===== src/rtl/multicycle_control.sv =====
// Main control FSM of the multicycle CPU.
// Sequences Fetch/Decode/Execute/Memory/Writeback one state per clock and
// drives every datapath enable/select from registered, state-decoded values.
// Optional build macro MULTICYCLE_CTRL_MEM_WAIT_EN adds a MemReady input that
// stalls FETCH, MEMRD and MEMWR until memory responds.
module multicycle_control #(
  parameter logic [5:0] OP_RTYPE = 6'd0,
  parameter logic [5:0] OP_LW    = 6'd35,
  parameter logic [5:0] OP_SW    = 6'd43,
  parameter logic [5:0] OP_BEQ   = 6'd4,
  parameter logic [5:0] OP_BNE   = 6'd5,
  parameter logic [5:0] OP_J     = 6'd2,
  parameter logic [5:0] OP_ADDI  = 6'd8
) (
  input  logic       clk,
  input  logic       reset,
  input  logic [5:0] Opcode,
`ifdef MULTICYCLE_CTRL_MEM_WAIT_EN
  input  logic       MemReady,
`endif
  output logic       PCWrite,
  output logic       PCWriteCond,
  output logic       BranchSel,
  output logic       IorD,
  output logic       MemRead,
  output logic       MemWrite,
  output logic       MemtoReg,
  output logic       IRWrite,
  output logic [1:0] PCSource,
  output logic [1:0] ALUOp,
  output logic       ALUSrcA,
  output logic [1:0] ALUSrcB,
  output logic       RegWrite,
  output logic       RegDst,
  output logic       Illegal,
  output logic [3:0] State
);

  typedef enum logic [3:0] {
    S_INIT    = 4'd0,
    S_FETCH   = 4'd1,
    S_DECODE  = 4'd2,
    S_MEMADR  = 4'd3,
    S_MEMRD   = 4'd4,
    S_MEMWB   = 4'd5,
    S_MEMWR   = 4'd6,
    S_REXEC   = 4'd7,
    S_RWB     = 4'd8,
    S_BRANCH  = 4'd9,
    S_JUMP    = 4'd10,
    S_ADDIEX  = 4'd11,
    S_ADDIWB  = 4'd12,
    S_ILLEGAL = 4'd13
  } state_t;

  typedef struct packed {
    logic       pc_write;
    logic       pc_write_cond;
    logic       branch_sel;
    logic       i_or_d;
    logic       mem_read;
    logic       mem_write;
    logic       mem_to_reg;
    logic       ir_write;
    logic [1:0] pc_source;
    logic [1:0] alu_op;
    logic       alu_src_a;
    logic [1:0] alu_src_b;
    logic       reg_write;
    logic       reg_dst;
    logic       illegal;
  } ctrl_t;

  state_t     state, next_state;
  logic [5:0] op_q, next_op;
  ctrl_t      ctrl_q;
  logic       mem_ready;
  logic       stall_fetch;

`ifdef MULTICYCLE_CTRL_MEM_WAIT_EN
  assign mem_ready = MemReady;
`else
  assign mem_ready = 1'b1;
`endif

  // Moore output table: control word for a given state and latched opcode.
  function automatic ctrl_t decode_ctrl(input state_t s, input logic [5:0] op);
    ctrl_t c;
    c = '0;
    case (s)
      S_FETCH:   begin c.mem_read = 1'b1; c.ir_write = 1'b1;
                       c.alu_src_b = 2'b01; c.pc_write = 1'b1; end
      S_DECODE:  c.alu_src_b = 2'b11;
      S_MEMADR:  begin c.alu_src_a = 1'b1; c.alu_src_b = 2'b10; end
      S_MEMRD:   begin c.mem_read = 1'b1; c.i_or_d = 1'b1; end
      S_MEMWB:   begin c.reg_write = 1'b1; c.mem_to_reg = 1'b1; end
      S_MEMWR:   begin c.mem_write = 1'b1; c.i_or_d = 1'b1; end
      S_REXEC:   begin c.alu_src_a = 1'b1; c.alu_op = 2'b10; end
      S_RWB:     begin c.reg_write = 1'b1; c.reg_dst = 1'b1; end
      S_BRANCH:  begin c.alu_src_a = 1'b1; c.alu_op = 2'b01;
                       c.pc_write_cond = 1'b1; c.pc_source = 2'b01;
                       c.branch_sel = (op == OP_BNE); end
      S_JUMP:    begin c.pc_write = 1'b1; c.pc_source = 2'b10; end
      S_ADDIEX:  begin c.alu_src_a = 1'b1; c.alu_src_b = 2'b10; end
      S_ADDIWB:  c.reg_write = 1'b1;
      S_ILLEGAL: c.illegal = 1'b1;
      default:   c = '0;
    endcase
    return c;
  endfunction

  // Next-state and opcode-latch selection; the opcode is captured only in DECODE.
  always_comb begin
    next_state = S_FETCH;
    next_op    = op_q;
    case (state)
      S_INIT:   next_state = S_FETCH;
      S_FETCH:  next_state = mem_ready ? S_DECODE : S_FETCH;
      S_DECODE: begin
        next_op = Opcode;
        if (Opcode == OP_LW || Opcode == OP_SW)        next_state = S_MEMADR;
        else if (Opcode == OP_RTYPE)                   next_state = S_REXEC;
        else if (Opcode == OP_BEQ || Opcode == OP_BNE) next_state = S_BRANCH;
        else if (Opcode == OP_J)                       next_state = S_JUMP;
        else if (Opcode == OP_ADDI)                    next_state = S_ADDIEX;
        else                                           next_state = S_ILLEGAL;
      end
      S_MEMADR: next_state = (op_q == OP_LW) ? S_MEMRD : S_MEMWR;
      S_MEMRD:  next_state = mem_ready ? S_MEMWB : S_MEMRD;
      S_MEMWR:  next_state = mem_ready ? S_FETCH : S_MEMWR;
      S_REXEC:  next_state = S_RWB;
      S_ADDIEX: next_state = S_ADDIWB;
      default:  next_state = S_FETCH;
    endcase
  end

  // State register, opcode latch and registered control word; reset abandons any instruction.
  always_ff @(posedge clk) begin
    if (reset) begin
      state  <= S_INIT;
      op_q   <= '0;
      ctrl_q <= '0;
    end else begin
      state  <= next_state;
      op_q   <= next_op;
      ctrl_q <= decode_ctrl(next_state, next_op);
    end
  end

  // A stalled fetch must not advance the PC or reload the IR.
  assign stall_fetch = (state == S_FETCH) && !mem_ready;

  assign PCWrite     = ctrl_q.pc_write && !stall_fetch;
  assign IRWrite     = ctrl_q.ir_write && !stall_fetch;
  assign PCWriteCond = ctrl_q.pc_write_cond;
  assign BranchSel   = ctrl_q.branch_sel;
  assign IorD        = ctrl_q.i_or_d;
  assign MemRead     = ctrl_q.mem_read;
  assign MemWrite    = ctrl_q.mem_write;
  assign MemtoReg    = ctrl_q.mem_to_reg;
  assign PCSource    = ctrl_q.pc_source;
  assign ALUOp       = ctrl_q.alu_op;
  assign ALUSrcA     = ctrl_q.alu_src_a;
  assign ALUSrcB     = ctrl_q.alu_src_b;
  assign RegWrite    = ctrl_q.reg_write;
  assign RegDst      = ctrl_q.reg_dst;
  assign Illegal     = ctrl_q.illegal;
  assign State       = state;

endmodule


===== config.mk =====
export PLATFORM = sky130hd
export DESIGN_NAME = multicycle_control
export DESIGN_NICKNAME = d
export VERILOG_FILES = /design/src/rtl/multicycle_control.sv
export SDC_FILE = /design/constraint.sdc
export NUM_CORES = 1
export LEC_CHECK = 0
export ABC_CLOCK_PERIOD_IN_PS = 2200
export CAP_MARGIN = 20
export CORE_ASPECT_RATIO = 2
export CORE_MARGIN = 2
export CORE_UTILIZATION = 40
export CTS_CLUSTER_SIZE = 12
export DETAILED_ROUTE_END_ITERATION = 8
export GPL_ROUTABILITY_DRIVEN = 0
export PLACE_DENSITY = 0.81
export SYNTH_ARGS = -nofsm -noshare
export SYNTH_HDL_FRONTEND = slang
export SYNTH_SLANG_ARGS = --single-unit

===== constraint.sdc =====
create_clock -name clk -period 2.2 [get_ports clk]
set_input_delay 0.44 -clock clk [delete_from_list [all_inputs] [get_ports clk]]
set_output_delay 0.44 -clock clk [all_outputs]
set_load 0.01 [all_outputs]

## After elaboration in Yosys (flattened, before gate mapping)

Cells that the tools add are included.

- Flip-flop bits (word level): 28
- Bits of input ports: 8

- Equality and inequality tests: 27
- Muxes and demuxes: 22
- Bitwise gates (word level): 1
- Reductions and logical operators: 10

Operators by type and width:

| kind | count |
|---|---|
| $eq A4 B4 Y1 const B | 7 |
| $eq A4 B3 Y1 const B | 6 |
| $pmux W4 S6 | 1 |
| $eq A6 B3 Y1 const B | 3 |
| $eq A6 B6 Y1 const B | 3 |
| $eq A4 B2 Y1 const B | 4 |
| $mux W1 | 10 |
| $reduce_or A2 Y1 | 5 |
| $mux W3 | 3 |
| $eq A4 B1 Y1 const B | 2 |
| $mux W4 | 2 |
| $pmux W2 S2 | 2 |
| $eq A6 B2 Y1 const B | 1 |
| $eq A6 B4 Y1 const B | 1 |
| $logic_not A6 Y1 | 1 |
| $mux W6 | 1 |
| $pmux W2 S3 | 1 |
| $mux W2 | 2 |
| $reduce_or A4 Y1 | 1 |
| $reduce_or A3 Y1 | 1 |
| $logic_or A1 B1 Y1 | 2 |
| $not A1 Y1 | 1 |

## Logic depth before layout (Yosys ltp)

- Depth in word-level cells: 10
- Depth in mapped cells: 8

## Worst setup path before layout

OpenSTA, ideal clock, no wires.

- Path kind: flip-flop to flip-flop
- From: reg state[1], in the netlist State[1]
- To: reg ctrl_q (netlist bit PCWrite)
- Data arrival time: 2.010 ns
- Required time: 2.134 ns
- Path slack: 0.123 ns
- Cell stages (with the launch flop): 8
- Path buffers: 2
- Period minus slack after synthesis: 2.077 ns
- Cell sequence: dfxtp_1 -> or3b_1 -> buf_2 -> or2_0 -> buf_6 -> o21a_4 -> or3_4 -> a21oi_2

- Word-level cells in the longest chain between the ends: 5
- Elaborated cells between the ends (all ways): 11
- Those cells by class: 8 x eq/ne; 2 x mux; 1 x reduce/logical

RTL lines:

| what | line | source |
|---|---|---|
| start: declaration | 74 | `state_t state, next_state;` |
| start signal: assignment | 144 | `state <= next_state;` |
| $eq A4 B4 Y1 (tied with other cells) | 116 | `case (state)` |
| $pmux W4 S6 (*) | 116 |  |
| $eq A4 B4 Y1 / $eq A4 B1 Y1 (equally long branches) | 90 | `case (s)` |
| $reduce_or A2 Y1 (no source line) (*) | - |  |
| $mux W1 (*) | 90 |  |
| end signal: assignment | 146 | `ctrl_q <= decode_ctrl(next_state, next_op);` |
| end: declaration | 76 | `ctrl_t ctrl_q;` |

Mark *: on every way between the ends. The rest lies on a longest branch, timed or not.
A chain may end at the register's enable or synchronous reset.

## Worst setup path after layout

- From: in Opcode[3]
- To: reg ctrl_q (netlist bit PCWrite)

- Word-level cells in the longest chain between the ends: 10
- Elaborated cells between the ends (all ways): 19
- Those cells by class: 8 x eq/ne; 7 x mux; 4 x reduce/logical

RTL lines:

| what | line | source |
|---|---|---|
| start: declaration | 17 | `input logic [5:0] Opcode,` |
| $eq A6 B4 Y1 | 125 | `else if (Opcode == OP_ADDI) next_state = S_ADDIEX;` |
| $mux W3 | 125 |  |
| $mux W3 | 124 | `else if (Opcode == OP_J) next_state = S_JUMP;` |
| $mux W3 | 123 | `else if (Opcode == OP_BEQ \|\| Opcode == OP_BNE) next_state = S_BRANCH;` |
| $mux W4 | 122 | `else if (Opcode == OP_RTYPE) next_state = S_REXEC;` |
| $mux W4 (*) | 121 | `if (Opcode == OP_LW \|\| Opcode == OP_SW) next_state = S_MEMADR;` |
| $pmux W4 S6 (*) | 116 |  |
| $eq A4 B4 Y1 / $eq A4 B1 Y1 (equally long branches) | 90 |  |
| $reduce_or A2 Y1 (no source line) (*) | - |  |
| $mux W1 (*) | 90 |  |

Marks and branches as above.

==> out/results.tsv <==
stage	metric	value	unit
run_status	status	finished clean	
yosys	Synth area leaders	dfxtp_1, nand2_1, nor2_1	
yosys	Post-synth EDFFs	0	
placement	Setup WS pre-CTS	-0.1263	ns
worst_hold_path	Hold Path Depth	2	
yosys	Netlist cell types	42	
sta	fmax	480.9	MHz
global_routing	initial antenna violation count	0	
routing	DR pass1 iterations	4	
routing	Final ANT Viol Nets	0	
setup_path	Critical Path Start Type	primary input	
die	Initial Util	41.81	%
routing	wire per inst	15.25	um
setup_path	Bufs and invs on worst path	2	
yosys	Synth Area per Inst	8.916	um^2
final_layout	Layout area overhead	44.93	%
clock_network	total CTS buffers	3	
clock_network	TritonCTS clock tree	built	
final_layout	nets	173	
global_routing	first-pass GRT wire length	4885	um
yosys	ys async rst share	0	%
yosys	register area share after synthesis	49.06	%
clock_network	Worst-path clk slew	0.09	ns
worst_hold_path	WHS Endpoint	op_q[0]	
global_routing	GRT overflow	0	
setup_path	Max stage delay cell, worst path	clkdlybuf4s50_1	
sta	Final Worst Setup Slack	0.1206	ns
clock_network	clock root buffer	clkbuf_8	
clock_network	CTS Sinks	26	
setup_path	Setup CP Type	in2reg	
sta	Worst-Margin Slew	0.3567	ns
yosys	post-synth top area share	49.06	%
setup_path	Arr. time, crit path	2.29	ns
clock_network	CTS HTree Levels	1	
sta	Pins Over Slew Limit	0	
die	die area	3106	um^2
yosys	FF+latch count, synth	26	
clock_network	clk buf depth	2	
sta	Fin Hold WS	0.4635	ns
setup_path	R2R setup slack	0.18	ns
final_layout	fin util	60.60	%
setup_path	worst r2r src	State[3]	
final_layout	layout cells sized above 1	17.07	%
setup_path	r2r worst-path depth	5	
routing	drt drc	0	
global_routing	number of global-route vias before repair	1008	
setup_path	Crit path required time	2.41	ns
final_layout	ant diodes	0	
die	# rows	26	
sta	crit share post-route	94.52	%
sta	Final Critical Period	2.079	ns
yosys	Yosys top cell by area	dfxtp_1	
setup_path	CP max FO	4	
power	Pleak	0.0005745	uW
routing	vias per cell	5.729	
yosys	Post-synth top cells	dfxtp_1, nand2_1, nor2_1	
die	Chip Width	40.42	um
power	Power per Cell Area	715.1	nW/um^2
sta	Slew HR	75.97	%
setup_path	reg2reg end	PCWrite	
placement	hpwl dp	2210	um
yosys	ys flop type	dfxtp_1	
setup_path	crit end category	register	
global_routing	largest net degree at the start of global routing	15	
setup_path	CP max stage delay	0.46	ns
yosys	Cells after Synth	119	
routing	final wirelength	2928	um
placement	# port buffers	29	
die	die height	76.84	um
sta	Final Setup Violations	0	
yosys	count leader, synth	dfxtp_1	
global_routing	GRT Util Overall	21.78	%
worst_hold_path	Hold Path Class	reg2reg	
routing	drt initial violations	54	
setup_path	crit-path leading delay family	compound AO/OA/AOI/OAI gates	
yosys	syn nets	127	
yosys	Post-Syn Area	1061	um^2
die	I/O Pins	30	
worst_hold_path	Min-Delay Startpoint	op_q[0]	
job	Max Cap Viol	0	
sta	clock skew	0.001717	ns
sta	final hold viol count	0	
setup_path	Critical Path, Cell by Cell	clkdlybuf4s50_1 > buf_4 > a211oi_1 > o21ai_0 > o21a_4 > or3_4 > a21oi_2	
sta	RSZ-0062 raised after global routing	no	
clock_network	Worst-Skew Late Latency	0.27	ns
die	Core Footprint	2537	um^2
power	maximum VDD drop	445.8	uV
yosys	Ys Warns	0	
routing	total number of vias	1100	
## per-stage QoR
step / cell area [um^2] / power, uW / TNS (ns) / cells
floorplan: 1061 / 650.9 / 0 / 119
detailed placement: 1483 / 795.8 / -0.7600 / 188
global route: 1538 / 1147 / 0 / 192
finish: 1538 / 1100 / 0 / 192
global placement: 1483 / 785.3 / -0.1573 / 188
CTS: 1538 / 1098 / 0 / 192
## layer usage
layer	up-vias	routed length (um)	track usage, %
met1	511	936	23.53
li1	514	-	-
met4	0	172	11.33
met5	-	0	0
met2	54	1663	36.98
met3	21	154	3.179
## power by group
group	switching [uW]	leakage, uW	total [uW]	internal [uW]
Clock	148	0.0000288	308	160
Sequential	15.6	0.000212	518	503
Combinational	136	0.000334	273	137
## worst reg2reg max path: stages, from the launching register on
cell,delay (ns)
dfxtp_1,0.37
or3b_1,0.51
or2_0,0.30
o21a_4,0.25
or3_4,0.39
a21oi_2,0.14
## area by class of cell
type	instances	area, um^2
clock buffers	4	55.05
fillers	241	999.7
inverters	1	3.754
multi-input cells	86	498.0
flip-flops and latches	26	520.5
well taps	28	35.03
repair buffers	47	425.4
## sequential cells by signal, indices dropped and copies added, names as in the netlist, 2 cells and up
| name | cells |
|---|---|
| State | 4 |
| PCSource | 2 |
| ALUSrcB | 2 |
| op_q | 6 |
## what timing repair did
action | in CTS | in global routing
gates resized for setup | 0 | 1
hold buffers | 0 | 0
setup buffers | 0 | 0
setup endpoints to repair | 0 | 4
## logic make-up (layout without fill, tap and decap cells)
kind of cell | Yosys count | in the layout | synth area share [%]
buf+inv | 7 | 52 | 4.008
compound gates | 27 | 27 | 17.69
flops | 26 | 26 | 49.06
xor+xnor | 2 | 2 | 1.651
simple gates | 57 | 57 | 27.60
## how the worst max path moves through the flow
stage,end,start,slack (ns),depth (start not counted)
5_1_grt,RegWrite,Opcode[1],0.003,6
4_1_cts,PCWrite,Opcode[3],0.12,7
2_1_floorplan,PCWrite,State[1],0.12,7
3_5_place_dp,PCWrite,Opcode[3],-0.13,7
3_3_place_gp,RegWrite,Opcode[1],-0.07,6
6_report,PCWrite,Opcode[3],0.12,7
## placed cells by master, fill, tap and decap left out, drive strengths merged, types with 2 or more instances in the layout
cell type and instances:
nand2 17, clkdlybuf4s50 29, dfxtp 26, or2 2, or3 3, and3 2
o21ai 3, nor3 4, nor2 14, o31ai 2, nand3 2, clkbuf 4
nand2b 3, a21boi 2, or3b 2, nor4 3, a21oi 10, buf 18
Power figures use the tool's default switching activity.
